===== config.mk =====
export PLATFORM = sky130hd
export DESIGN_NAME = contador_ud_modn
export DESIGN_NICKNAME = d
export VERILOG_FILES = /design/src/rtl/contador_ud_modn.sv
export SDC_FILE = /design/constraint.sdc
export NUM_CORES = 1
export LEC_CHECK = 0
export CAP_MARGIN = 20
export CORE_AREA = 5 5 42 44
export DETAILED_ROUTE_END_ITERATION = 8
export DIE_AREA = 0 0 47 49
export GPL_ROUTABILITY_DRIVEN = 0
export GPL_TIMING_DRIVEN = 0
export HOLD_SLACK_MARGIN = 0.02
export PLACE_DENSITY = 0.61
export SYNTH_ARGS = -nofsm -noshare
export SYNTH_HDL_FRONTEND = slang
export SYNTH_SLANG_ARGS = --single-unit

===== constraint.sdc =====
create_clock -name clk -period 3.4 [get_ports clk]
set_input_delay 0.85 -clock clk [delete_from_list [all_inputs] [get_ports clk]]
set_output_delay 0.85 -clock clk [all_outputs]
set_load 0.1 [all_outputs]

===== src/rtl/contador_ud_modn.sv =====
// rtl/contador_ud_modn.sv - modulo-N up/down counter with load, wrap/saturate, terminal count and sticky ovf
// Optional compare/match unit enabled by defining CONTADOR_MATCH_EN.
module contador_ud_modn #(
    parameter int WIDTH    = 4,
    parameter int MODULO   = 16,
    parameter bit SATURATE = 1'b0
) (
    input  logic             clk,
    input  logic             rst,
    input  logic             enable,
    input  logic             UD,
    input  logic             LC,
    input  logic [WIDTH-1:0] entradaParalela,
    input  logic             clr_ovf,
    output logic [WIDTH-1:0] cuenta,
    output logic             tc,
    output logic             ovf
`ifdef CONTADOR_MATCH_EN
    ,
    input  logic [WIDTH-1:0] valor_cmp,
    output logic             match
`endif
);

    localparam logic [WIDTH-1:0] MAXV = WIDTH'(MODULO - 1);
    localparam logic [WIDTH-1:0] ONE  = WIDTH'(1);

    logic [WIDTH-1:0] cuenta_nxt;
    logic             at_limit;

    assign at_limit = UD ? (cuenta == '0) : (cuenta == MAXV);
    assign tc       = enable & ~LC & at_limit;

    // Counting never leaves 0..MODULO-1: the limit is handled before any +/-1.
    always_comb begin
        cuenta_nxt = cuenta;
        if (LC) begin
            cuenta_nxt = ({1'b0, entradaParalela} > {1'b0, MAXV}) ? MAXV : entradaParalela;
        end else if (enable) begin
            if (at_limit) begin
                if (!SATURATE) begin
                    cuenta_nxt = UD ? MAXV : '0;
                end
            end else begin
                cuenta_nxt = UD ? (cuenta - ONE) : (cuenta + ONE);
            end
        end
    end

    always_ff @(posedge clk or negedge rst) begin
        if (!rst) begin
            cuenta <= '0;
            ovf    <= 1'b0;
        end else begin
            cuenta <= cuenta_nxt;
            if (tc) begin
                ovf <= 1'b1;
            end else if (clr_ovf) begin
                ovf <= 1'b0;
            end
        end
    end

`ifdef CONTADOR_MATCH_EN
    // Comparing the next value keeps match aligned with the cycle cuenta holds it.
    always_ff @(posedge clk or negedge rst) begin
        if (!rst) begin
            match <= 1'b0;
        end else begin
            match <= (cuenta_nxt == valor_cmp);
        end
    end
`endif

endmodule


==> impl_metrics.py, run 1 <==
metrics = {
    "place": {
        "placed_cells": 71,
        "place_ws_ps": -663,
        "dpl.hpwl_um": 709,
        "port_buffers": 13,
        "dpl_cell_area_um2": 538,
    },
    "worst_setup_path": {
        "r2r_slack_ps": 1790,
        "cp-start-kind": "input port",
        "path_class": "in -> out",
        "cp.arrival_ps": 2410,
        "reg2regPathDepth": 5,
        "r2r_end": "cuenta[2]",
        "critPathRequiredTime_ps": 2550,
        "cp_max_fo": 6,
        "rr_startpoint": "cuenta[0]",
        "cp-end-kind": "output pin",
    },
    "floorplanning": {
        "die_h_um": 49,
        "boundaryPins": 16,
        "rows": 14,
        "die_area_um2": 2300,
        "coreArea_um2": 1400,
        "start_util_pct": 27.7,
        "die_x_um": 47,
    },
    "global_routing": {
        "grt_use_total_pct": 8.41,
        "grt_pass1_vias": 341,
        "antenna_found_initial": 0,
        "grt_max_degree": 10,
        "overflow": 0,
        "grt_pass1_wl_um": 1410,
    },
    "cells_and_area": {
        "final_cells": 75,
        "syn_to_final_growth_pct": 44.8,
        "layout_common_cells": "clkdlybuf4s50_1, dfrtp_1, inv_1, clkbuf_4",
        "diodes": 0,
        "layout_commonest_cell": "clkdlybuf4s50_1",
        "nFillCells": 143,
        "drive_gt1_share_pct": 10.2,
        "final_nets": 73,
        "final_area_um2": 562,
        "final_core_util_pct": 40.1,
    },
    "pwr": {
        "finalPower_mw": 0.281,
        "leakage_nw": 0.250,
        "p_per_area_nw_per_um2": 500,
        "ir_worst_vdd_v": 0.000226,
    },
    "logic_synthesis": {
        "syn_area_um2": 388,
        "syn_nets": 55,
        "seq_area_frac_synth_pct": 32.3,
        "syn_avg_cell_area_um2": 9.24,
        "ys_seq_elements": 5,
        "syn_inst": 42,
        "yosysWarnings": 0,
        "ys_types": 24,
    },
    "clocking": {
        "cts_buffers": 3,
        "clock_latency_ps": 240,
        "cts_buffer_depth": 2,
        "cts_sinks": 5,
        "post-cts-setup-buffer-count": 0,
        "cts_hold_buf": 0,
        "cts.htree.levels": 1,
        "clockRootBuffer": "clkbuf_4",
        "cts.reportedPaths.clkPinSlew_ps": 40,
        "cts_tree": "done",
    },
    "job": {
        "drv_cap": 0,
    },
    "route": {
        "ant_nets": 0,
        "drc_errors": 0,
        "routed_wl_um": 871,
        "first_pass_iters": 4,
        "via_count": 363,
        "drt_iter0_markers": 7,
        "wl_per_cell_um": 11.6,
        "vias_per_cell": 4.84,
    },
    "sta": {
        "fin_worst_skew_ps": 1.73,
        "maxSlewViolCount": 0,
        "rsz0062_at_grt": "false",
        "maxSlewHeadroom_pct": 35.1,
        "setup_ws_ps": 137,
        "layout_worst_path_cycle_share_pct": 96.0,
        "min_period_ps": 3260,
        "tns_ps": 0,
        "finalSetupViolCount": 0,
        "fmax_ghz": 0.306,
        "fin_hold_ws_ps": 479,
        "worst_pin_slew_ps": 970,
        "hold_viol_final": 0,
    },
    "min_path": {
        "hold_end": "ovf",
        "hp-class": "reg -> reg",
        "min_path_cells": 1,
        "min_from": "ovf",
    },
    "run_status": {
        "status": "finished, final reports clean",
    },
}
-- metal layers --
| layer | vias to the layer above | share of wire, % | wire length (µm) | global-route usage (%) |
|---|---|---|---|---|
| met2 | 6 | 51 | 442 | 12.9 |
| met5 | - | 0 | 0 | 0 |
| li1 | 181 | - | - | - |
| met1 | 176 | 44 | 383 | 10.4 |
| met4 | 0 | 0 | 0 | 2.76 |
| met3 | 0 | 5.2 | 45 | 3.32 |
-- cell usage after synthesis --
master	n	area share (%)
o211a_1	1	2.6
o21a_1	1	1.9
xor2_1	1	2.3
nor2b_1	1	1.6
fa_1	1	5.2
nor3b_1	1	1.9
xnor2_1	3	6.8
dfrtp_1	5	32
nand2_1	3	2.9
o31ai_2	1	3.2
o211ai_1	1	1.9
o21ai_0	2	2.6
clkbuf_1	2	1.9
a21oi_1	1	1.3
ha_1	2	6.5
nor4_2	1	3.2
nor2_1	3	2.9
or4_1	1	1.9
nand2b_1	2	3.2
inv_1	4	3.9
a21o_1	2	3.9
nor4_1	1	1.6
a221oi_1	1	2.3
a22o_1	1	2.3
-- critical path, stage by stage --
cell	delay [ps]
clkdlybuf4s50_1	620
nand2b_1	110
nor4_1	290
o21a_1	210
clkbuf_4	330
-- where the power goes --
part           leakage (nW)  switching, mW  internal [mW]
logic                 0.173         0.0885         0.0459
clock network        0.0150         0.0229         0.0443
registers            0.0616         0.0119         0.0673
-- cell type report --
cell class                 count  area [µm²]  share of cell area (%)
multi-input combinational     31         240                    42.8
timing repair buffer          13         128                    22.7
sequential                     5         125                    22.3
clock buffer                   4        26.3                    4.68
tap                           16        20.0                    3.56
inverter                       4        15.0                    2.67
buffer                         2        7.51                    1.34
-- state kept, by name (all words and copies together), names as in the netlist --
register	flops
cuenta	4
ovf	1
-- how the worst max path moves through the flow --
stage	slack [ps]	endpoint	cells past startpoint	from
detailed placement	-660	tc	5	UD
global placement	-640	tc	5	UD
finish	140	tc	5	UD
global route	30	tc	5	UD
CTS	40	tc	5	UD
floorplan	190	tc	3	cuenta[0]
-- cell families after synthesis --
| logic type | count (synthesis) | synth area share, % |
|---|---|---|
| AOI/OAI and AO/OA | 11 | 21.9 |
| xor gates and xnor gates | 4 | 9.03 |
| adders and majority gates | 3 | 11.6 |
| buffers and inverters | 6 | 5.81 |
| DFF | 5 | 32.3 |
| and+or+nand+nor | 13 | 19.4 |
-- repair_timing --
action / CTS / global route
gates resized for setup: 5 / 1
gates cloned: 0 / 0
hold endpoints to repair: 0 / 0
endpoints found under the setup margin: 1 / 1
(Power assumes the default switching activity.)
==> inputs of run 2 (changes only) <==
--- a/config.mk
+++ b/config.mk
@@ -6,13 +6,16 @@
 export NUM_CORES = 1
 export LEC_CHECK = 0
 export CAP_MARGIN = 20
+export CELL_PAD_IN_SITES_DETAIL_PLACEMENT = 1
+export CELL_PAD_IN_SITES_GLOBAL_PLACEMENT = 1
 export CORE_AREA = 5 5 42 44
 export DETAILED_ROUTE_END_ITERATION = 8
 export DIE_AREA = 0 0 47 49
 export GPL_ROUTABILITY_DRIVEN = 0
 export GPL_TIMING_DRIVEN = 0
 export HOLD_SLACK_MARGIN = 0.02
-export PLACE_DENSITY = 0.61
+export PLACE_DENSITY = 0.78
+export SLEW_MARGIN = 20
 export SYNTH_ARGS = -nofsm -noshare
 export SYNTH_HDL_FRONTEND = slang
 export SYNTH_SLANG_ARGS = --single-unit
==> run 2 against run 1 <==
Non-clock buffer count unchanged. Clock skew increased by 4.8 ps. Total power rose by 1.3%. Cell count did not move. First-iteration DRC count decreased by 57%. Count of clock-buffer cells in the layout did not move. Maximum frequency increased by 0.95%. Global-route usage is 2.0 points higher. Die area unchanged. Hold slack better by 12 ps. Highest routed layer is now met4.
==> impl_metrics.py, run 2 (synthesis gave the netlist of run 1 again) <==
metrics = {
    "floorplanning": {
        "die_area_um2": 2300,
        "coreArea_um2": 1400,
        "die_h_um": 49,
        "start_util_pct": 27.7,
        "die_x_um": 47,
        "boundaryPins": 16,
        "rows": 14,
    },
    "cells_and_area": {
        "top_regs": "cuenta: 4 flops, ovf: 1 flops",
        "largest_register_ffs": 4,
        "final_core_util_pct": 40.5,
        "final_nets": 73,
        "drive_gt1_share_pct": 11.9,
        "final_area_um2": 568,
        "syn_to_final_growth_pct": 46.5,
        "layout_commonest_cell": "clkdlybuf4s50_1",
        "layout_common_cells": "clkdlybuf4s50_1, dfrtp_1, inv_1, clkbuf_4",
        "diodes": 0,
        "largest-register": "cuenta",
    },
    "job": {
        "drv_cap": 0,
    },
    "route": {
        "drc_errors": 0,
        "ant_nets": 0,
        "top_layer_used": "met4",
        "vias_per_cell": 5.00,
        "via_count": 375,
        "drt_iter0_markers": 3,
        "routed_wl_um": 967,
        "wl_met3_um": 56,
        "first_pass_iters": 4,
        "wl_met1_um": 355,
        "wl_met2_um": 540,
        "wl_per_cell_um": 12.9,
    },
    "clocking": {
        "post-cts-setup-buffer-count": 0,
        "cts_buffers": 3,
        "cts.reportedPaths.clkPinSlew_ps": 40,
        "clock_latency_ps": 240,
        "cts.htree.levels": 1,
        "cts_buffer_depth": 2,
        "cts_tree": "done",
        "cts_sinks": 5,
        "clockRootBuffer": "clkbuf_4",
    },
    "min_path": {
        "min_path_cells": 1,
        "hp-class": "reg -> reg",
        "hold_end": "ovf",
        "min_from": "ovf",
    },
    "pwr": {
        "seqPwrFrac_pct": 28.0,
        "p_int_mw": 0.158,
        "finalPower_mw": 0.284,
        "p_sw_share_pct": 44.4,
        "clockPowerShare_pct": 24.0,
        "leakage_nw": 0.250,
        "ir_worst_vdd_v": 0.000220,
        "p_per_area_nw_per_um2": 501,
        "p_switching_mw": 0.126,
        "pwr-share-comb_pct": 48.0,
    },
    "sta": {
        "hold_viol_final": 0,
        "fin_worst_skew_ps": 6.52,
        "maxSlewHeadroom_pct": 34.5,
        "min_period_ps": 3230,
        "rsz0062_at_grt": "false",
        "fmax_ghz": 0.309,
        "finalSetupViolCount": 0,
        "layout_worst_path_cycle_share_pct": 95.1,
        "worst_pin_slew_ps": 979,
        "maxSlewViolCount": 0,
    },
    "worst_setup_path": {
        "cp-end-kind": "output pin",
        "cp_max_fo": 6,
        "path_class": "in -> out",
        "rr_startpoint": "cuenta[0]",
        "r2r_slack_ps": 1780,
        "critPathRequiredTime_ps": 2550,
        "cp-start-kind": "input port",
        "reg2regPathDepth": 5,
        "cp.arrival_ps": 2380,
        "r2r_end": "cuenta[2]",
    },
    "global_routing": {
        "grt_use_total_pct": 10.5,
        "grt_pass1_vias": 382,
        "overflow": 0,
        "antenna_found_initial": 0,
        "grt_pass1_wl_um": 1720,
        "grt_max_degree": 10,
    },
    "place": {
        "port_buffers": 13,
        "dpl.hpwl_um": 829,
        "dpl_cell_area_um2": 538,
    },
    "run_status": {
        "status": "finished, final reports clean",
    },
}
==> run 2: cell counts in the layout (fill, tap and decap cells not counted) <==
No cell type changed its count.
==> run 2: area by class of cell <==
cell class,instances,area (µm²)
plain buffers,2,7.51
clock buffers,4,26.3
fillers,175,833
inverters,4,15.0
multi-input cells,31,246
flip-flops and latches,5,125
well taps,16,20.0
repair buffers,13,128
==> run 2: worst max-delay path: stages <==
cell and delay [ps]:
clkdlybuf4s50_1 530, nor4_2 460, o21a_1 200, clkbuf_4 340
==> run 2: through the flow <==
stage / setup TNS, ps / hold WS, ps / cells / setup slack, ps
after floorplan: 0 / 554 / 42 / 188
after global placement: -648 / 461 / 71 / -648
after detailed placement: -692 / 490 / 71 / -692
after CTS: 0 / 499 / 75 / 8.57
after global routing: 0 / 521 / 75 / 35.4
final: 0 / 492 / 75 / 168
==> run 2: worst max path at each step <==
stage	from	endpoint	slack [ps]	cells after the start
floorplan	cuenta[0]	tc	190	3
global placement	UD	tc	-650	5
detailed placement	UD	tc	-690	5
CTS	UD	tc	9	5
global route	UD	tc	40	4
finish	UD	tc	170	4
==> run 2: metal layers <==
layer	track usage (%)	vias to the layer above
li1	-	180
met1	12.0	183
met2	16.3	10
met3	4.80	2
met4	4.15	0
met5	0	-
==> run 2: timing repair <==
action	4_1_cts	5_1_grt
endpoints found under the setup margin	1	1
hold buffers	0	0
resized for setup	5	2
==> run 2: power by group through the flow <==
stage	clock network (mW)	logic (mW)	registers, mW
after global routing	0.0737	0.145	0.0825
after floorplan	0	0.0469	0.132
after CTS	0.0699	0.138	0.0794
after detailed placement	0	0.137	0.0803
final	0.0683	0.136	0.0796
after global placement	0	0.135	0.0802
